[src/rtl/text_normalizer_if.sv]
// Byte-stream handshake bundle for the text normalizer: raw bytes in, normalized bytes out.
// The "slave" modport is the normalizer side and the "master" modport is the driver/consumer side.
interface text_normalizer_if;
    logic       in_valid;
    logic [7:0] in_data;
    logic       in_ready;
    logic       out_valid;
    logic [7:0] out_data;
    logic       out_ready;

    modport master (
        output in_valid, in_data, out_ready,
        input  in_ready, out_valid, out_data
    );

    modport slave (
        input  in_valid, in_data, out_ready,
        output in_ready, out_valid, out_data
    );
endinterface

[src/rtl/text_normalizer.sv]
// Normalizes a raw ASCII stream (case fold, whitespace collapse, non-printable drop)
// and buffers the result in a DEPTH-entry FIFO drained one byte per cycle.
module text_normalizer #(
    parameter int DEPTH = 8,
    parameter int AW    = 3,
    parameter int CW    = 16
) (
    input  logic                clk,
    input  logic                reset,
    text_normalizer_if.slave    bus,
    output logic [AW:0]         level,
    output logic                drop,
    output logic [CW-1:0]       word_cnt
);

    localparam logic [AW:0] FULL_LVL = (AW+1)'(DEPTH);

    typedef enum logic {
        ST_SPACE = 1'b0,
        ST_WORD  = 1'b1
    } state_e;

    state_e          state_q, state_d;
    logic [AW-1:0]   wr_ptr_q, wr_ptr_d;
    logic [AW-1:0]   rd_ptr_q, rd_ptr_d;
    logic [AW:0]     level_q, level_d;
    logic [7:0]      mem_q [DEPTH];
    logic [7:0]      mem_d [DEPTH];
    logic            drop_q, drop_d;
    logic [CW-1:0]   word_cnt_q, word_cnt_d;

    logic            is_ws, is_alph, is_prn, is_bad;
    logic [7:0]      norm_byte, emit_byte;
    logic            accept, emit, cnt_inc, rd_en;

    // Byte classification of the upstream byte
    always_comb begin
        is_ws     = (bus.in_data == 8'h20) || (bus.in_data == 8'h09) ||
                    (bus.in_data == 8'h0A) || (bus.in_data == 8'h0D);
        is_alph   = (bus.in_data >= 8'h41) && (bus.in_data <= 8'h5A);
        is_prn    = (bus.in_data >= 8'h21) && (bus.in_data <= 8'h7E) && !is_alph;
        is_bad    = !(is_ws || is_alph || is_prn);
        norm_byte = is_alph ? (bus.in_data + 8'h20) : bus.in_data;
    end

    // in_ready looks only at occupancy and reset, never at in_valid
    assign bus.in_ready  = reset && (level_q != FULL_LVL);
    assign accept        = bus.in_valid && bus.in_ready;
    assign bus.out_valid = (level_q != '0);
    assign bus.out_data  = mem_q[rd_ptr_q];
    assign rd_en         = bus.out_valid && bus.out_ready;

    // Word/space FSM; BAD bytes fall through every branch and leave the state alone
    always_comb begin
        state_d   = state_q;
        emit      = 1'b0;
        emit_byte = norm_byte;
        cnt_inc   = 1'b0;
        if (accept) begin
            case (state_q)
                ST_SPACE: begin
                    if (is_alph || is_prn) begin
                        emit    = 1'b1;
                        cnt_inc = 1'b1;
                        state_d = ST_WORD;
                    end
                end
                ST_WORD: begin
                    if (is_ws) begin
                        emit      = 1'b1;
                        emit_byte = 8'h20;
                        state_d   = ST_SPACE;
                    end else if (is_alph || is_prn) begin
                        emit = 1'b1;
                    end
                end
                default: state_d = ST_SPACE;
            endcase
        end
    end

    // FIFO and counters
    always_comb begin
        mem_d = mem_q;
        if (emit) begin
            mem_d[wr_ptr_q] = emit_byte;
        end
        wr_ptr_d = wr_ptr_q + AW'(emit);
        rd_ptr_d = rd_ptr_q + AW'(rd_en);
        case ({emit, rd_en})
            2'b10:   level_d = level_q + 1'b1;
            2'b01:   level_d = level_q - 1'b1;
            default: level_d = level_q;
        endcase
        word_cnt_d = word_cnt_q;
        if (cnt_inc && (word_cnt_q != '1)) begin
            word_cnt_d = word_cnt_q + 1'b1;
        end
        drop_d = accept && is_bad;
    end

    always_ff @(posedge clk or negedge reset) begin
        if (!reset) begin
            state_q    <= ST_SPACE;
            wr_ptr_q   <= '0;
            rd_ptr_q   <= '0;
            level_q    <= '0;
            drop_q     <= 1'b0;
            word_cnt_q <= '0;
            for (int i = 0; i < DEPTH; i++) begin
                mem_q[i] <= 8'h00;
            end
        end else begin
            state_q    <= state_d;
            wr_ptr_q   <= wr_ptr_d;
            rd_ptr_q   <= rd_ptr_d;
            level_q    <= level_d;
            drop_q     <= drop_d;
            word_cnt_q <= word_cnt_d;
            mem_q      <= mem_d;
        end
    end

    assign level    = level_q;
    assign drop     = drop_q;
    assign word_cnt = word_cnt_q;

endmodule

[src/flat_wrapper.sv]
// flat-port wrapper written by rule: the top's interface ports become plain ports
module text_normalizer_flat 
#(
    parameter int DEPTH = 8,
    parameter int AW    = 3,
    parameter int CW    = 16
)
  (clk, reset, level, drop, word_cnt, bus_in_valid, bus_in_data, bus_out_ready, bus_in_ready, bus_out_valid, bus_out_data);
  text_normalizer_if bus_i ();
  input  logic clk;
  input  logic reset;
  output logic [AW:0] level;
  output logic drop;
  output logic [CW-1:0] word_cnt;
  input wire logic [$bits(bus_i.in_valid)-1:0] bus_in_valid;
  input wire logic [$bits(bus_i.in_data)-1:0] bus_in_data;
  input wire logic [$bits(bus_i.out_ready)-1:0] bus_out_ready;
  output wire logic [$bits(bus_i.in_ready)-1:0] bus_in_ready;
  output wire logic [$bits(bus_i.out_valid)-1:0] bus_out_valid;
  output wire logic [$bits(bus_i.out_data)-1:0] bus_out_data;
  assign bus_i.in_valid = bus_in_valid;
  assign bus_i.in_data = bus_in_data;
  assign bus_i.out_ready = bus_out_ready;
  assign bus_in_ready = bus_i.in_ready;
  assign bus_out_valid = bus_i.out_valid;
  assign bus_out_data = bus_i.out_data;
  text_normalizer #(.DEPTH(DEPTH), .AW(AW), .CW(CW)) u_core (.clk(clk), .reset(reset), .bus(bus_i), .level(level), .drop(drop), .word_cnt(word_cnt));
endmodule
[config.mk]
export PLATFORM = sky130hd
export DESIGN_NAME = text_normalizer_flat
export DESIGN_NICKNAME = d
export VERILOG_FILES = /design/src/rtl/text_normalizer_if.sv /design/src/rtl/text_normalizer.sv /design/src/flat_wrapper.sv
export SDC_FILE = /design/constraint.sdc
export NUM_CORES = 1
export LEC_CHECK = 0
export CAP_MARGIN = 0
export CORE_ASPECT_RATIO = 1.75
export CORE_MARGIN = 5
export CORE_UTILIZATION = 49
export CTS_CLUSTER_DIAMETER = 30
export DETAILED_ROUTE_END_ITERATION = 10
export PLACE_DENSITY = 0.7
export RECOVER_POWER = 100
export SLEW_MARGIN = 5
export SYNTH_ARGS = -nofsm -noshare
export SYNTH_HDL_FRONTEND = slang
export SYNTH_SLANG_ARGS = --single-unit
[constraint.sdc]
create_clock -name clk -period 5.1 [get_ports clk]
set_clock_uncertainty 0.1 [all_clocks]
set_input_delay 1.02 -clock clk [delete_from_list [all_inputs] [get_ports clk]]
set_output_delay 1.02 -clock clk [all_outputs]
set_load 0.01 [all_outputs]
==> results.py <==
metrics = {
    "power_and_ir_drop": {
        "pwr-share-clk_pct": 25.4,
        "ir_worst_vdd_uv": 268.9,
        "p_int_mw": 1.978,
        "power_frac_comb_pct": 31.9,
        "sw_frac_of_total_pct": 30.16,
        "power.switching_mw": 0.8545,
        "p_per_area_nw_per_um2": 521.0,
        "p_leak_nw": 2.505,
        "p_seq_share_pct": 42.7,
    },
    "worst_setup_path": {
        "end_kind": "flip-flop",
        "crit_slowest_cell": "a211oi_1",
        "cp_data_required_time_ps": 5220,
        "worst_setup_path_start_kind": "input pin",
        "crit_chain": "dlygate4sd3_1 -> nor4_1 -> and4_1 -> o211ai_4 -> a211oi_1 -> mux2_2",
        "critPathMaxStageDelay_ps": 1390,
        "cp_num_buf_inv": 1,
        "crit_fanout": 12,
        "path_delay_family": "compound AO/OA/AOI/OAI gates",
        "rrSetupSlack_ps": 1740,
        "critPathKind": "input pin to flip-flop",
        "arrival_ps": 4620,
    },
    "cts": {
        "cts_buffer_depth": 2,
        "cts_hold_buffers": 0,
        "path_clk_slew_ps": 60,
        "cts_tree": "done",
        "cts-resized-gates": 0,
        "htree_levels": 3,
        "clock_sinks": 92,
        "cts_made_buffers": 9,
        "cts_setup_buffers": 0,
        "clk_latency_ps": 340,
        "cts_root_buf": "clkbuf_16",
    },
    "run": {
        "cap_viol_max_count": 4,
    },
    "timing": {
        "rsz0062_at_grt": "false",
        "worstMarginPinSlew_ps": 2407,
        "holdWs_ps": 383.8,
        "slew_headroom_pct": -60.44,
        "hold_viol": 0,
        "fin_tns_setup_ps": 0,
        "finalCritPeriodShare_pct": 88.34,
        "finalMaxSlewViolations": 73,
        "fmax_mhz": 222.0,
        "final-setup-viol-count": 0,
        "worst_slack_ps": 594.7,
        "fin_crit_ps": 4505,
    },
    "routing": {
        "drt_wl_total_um": 10130,
        "post_drt_via_cell_ratio": 5.810,
        "drt_iter0_drc": 114,
        "drc": 0,
        "postRouteAntennaNets": 0,
        "drt_pre_antenna_iters": 4,
        "via_count": 2992,
        "wl_per_cell_um": 19.66,
    },
    "yosys": {
        "synth_top_area_cell": "dfrtp_1",
        "synth_top_family_by_area": "multiplexers",
        "synth.area.top_cells": "dfrtp_1, mux2_2, mux4_2",
        "synth_xor_xnor_area_share_pct": 3.891,
        "syn_area_sq_um": 4727,
        "synth.area.mux_share_pct": 23.32,
        "synth_compound_area_share_pct": 7.755,
        "seq_area_frac_synth_pct": 48.70,
        "ys_ff_latch": 92,
        "synth_nets": 371,
        "synth_edf_count": 0,
        "ys_warn_count": 0,
        "synth_top_flop_cell": "dfrtp_1",
        "synth.distinct_cells": 53,
        "synth_area_per_cell_sq_um": 13.58,
        "synth_cells": 348,
        "yosysTopAreaCellShare_pct": 48.70,
        "async_reset_ff_share_pct": 100.0,
        "synthSimpleGateAreaFrac_pct": 10.43,
        "synth_fa_ha_area_share_pct": 3.070,
    },
    "finish": {
        "mostFrequentLayoutCells": "dfrtp_1, mux2_2, dlygate4sd3_1, mux4_2",
        "utilization_pct": 57.43,
        "area_growth_pct": 15.03,
        "fill_cells": 805,
        "final_common_cell": "dfrtp_1",
        "drive_above_1_share_pct": 24.68,
        "fin_nets": 411,
        "num_antenna_cells": 0,
    },
    "status": {
        "status": "finished, violations left",
        "failed_checks": "capacitance limit, slew limit",
    },
    "placement": {
        "io_buffer_count": 42,
        "pre_cts_ws_ps": 626.4,
        "gp_congestion": 0.8737,
        "dp_hpwl_um": 7032,
    },
    "global_routing": {
        "grtUsageTotal_pct": 18.47,
        "grt_start_max_net_pins": 50,
        "grt_pass1_vias": 3296,
        "grt_first_pass_wirelength_um": 17240,
        "antenna_found_initial": 0,
        "overflow": 0,
    },
    "die": {
        "chipHeight_um": 139.9,
        "die_x_um": 84.25,
        "initial_utilization_pct": 49.93,
        "rows": 47,
        "dieArea_sq_um": 11790,
        "pin_count": 43,
        "fp.coreArea_sq_um": 9468,
    },
    "worst_hold_path": {
        "hold_class": "flip-flop to flip-flop",
    },
}
==> power groups by stage <==
stage	Clock (mW)	Combinational [mW]	Sequential, mW
3_3_place_gp	0	0.954	1.23
2_1_floorplan	0	0.739	1.12
3_5_place_dp	0	0.979	1.24
5_1_grt	0.760	0.998	1.25
4_1_cts	0.732	0.986	1.24
6_report	0.719	0.904	1.21
==> final timing paths <==
check                                 start               end  depth (start not counted)
max                          bus_in_data[4]  u_core.mem_q[25]                          6
min                        u_core.mem_q[52]  u_core.mem_q[52]                          1
max reg2reg                 u_core.level[3]  u_core.mem_q[25]                          5
min reg2reg                u_core.mem_q[52]  u_core.mem_q[52]                          1
max in group asynchronous             reset  u_core.mem_q[58]                          3
min in group asynchronous             reset   u_core.level[1]                          2
==> synthesized netlist by cell type (4+ instances only) <==
cell,n
xnor2_1,11
o32a_1,4
a211oi_4,4
o211ai_4,4
mux2_1,4
nand2_1,4
nor2_1,12
mux2_2,61
inv_1,13
dfrtp_1,92
clkbuf_1,10
nor3_1,7
nand3_1,13
a2bb2oi_1,4
and3_1,4
nand4_1,13
xor2_1,10
ha_1,10
mux4_2,16
==> cell type report <==
| cell class | instances | area [sq um] | share of cell area (%) |
|---|---|---|---|
| clock buffer | 9 | 225.2 | 4.142 |
| multi-input combinational | 225 | 2170 | 39.90 |
| clock inverter | 7 | 98.84 | 1.818 |
| timing repair buffer | 47 | 440.4 | 8.099 |
| tap | 122 | 152.6 | 2.807 |
| sequential | 92 | 2302 | 42.34 |
| inverter | 13 | 48.80 | 0.8974 |
==> state kept, by name (all words and copies together), names as in the netlist <==
name / flops
u_core.drop: 1
u_core.word_cnt: 16
u_core.wr_ptr_q: 3
u_core.mem_q: 64
u_core.state_q: 1
u_core.level: 4
u_core.rd_ptr_q: 3
==> per-layer routing <==
layer	vias to the layer above	global-route usage [%]	routed length (um)
met5	-	0	0
li1	1376	-	-
met1	1542	22.35	4065
met4	0	5.678	157
met2	61	33.06	5584
met3	13	3.408	320
==> worst reg2reg max path, cell delays in order (launching register included) <==
cell      delay, ps
dfrtp_1         430
or4b_1          230
nand3_1         130
or3_1           540
a211oi_1       1370
mux2_2          440
==> metrics by stage <==
step           total power, mW  std cells  area, sq um
2_1_floorplan            1.858        348         4727
3_3_place_gp             2.184        499         5255
3_5_place_dp             2.224        499         5255
4_1_cts                  2.954        515         5579
5_1_grt                  3.010        515         5438
6_report                 2.833        515         5438
==> logic make-up (layout without fill, tap and decap cells) <==
family                     after synthesis  in the layout
DFF                                     92             92
xor gates and xnor gates                21             21
AOI/OAI and AO/OA                       30             30
buffers and inverters                   31             76
muxes                                   82             82
adders and majority gates               11             11
and+or+nand+nor                         81             81
Power figures use the tool's default switching activity.
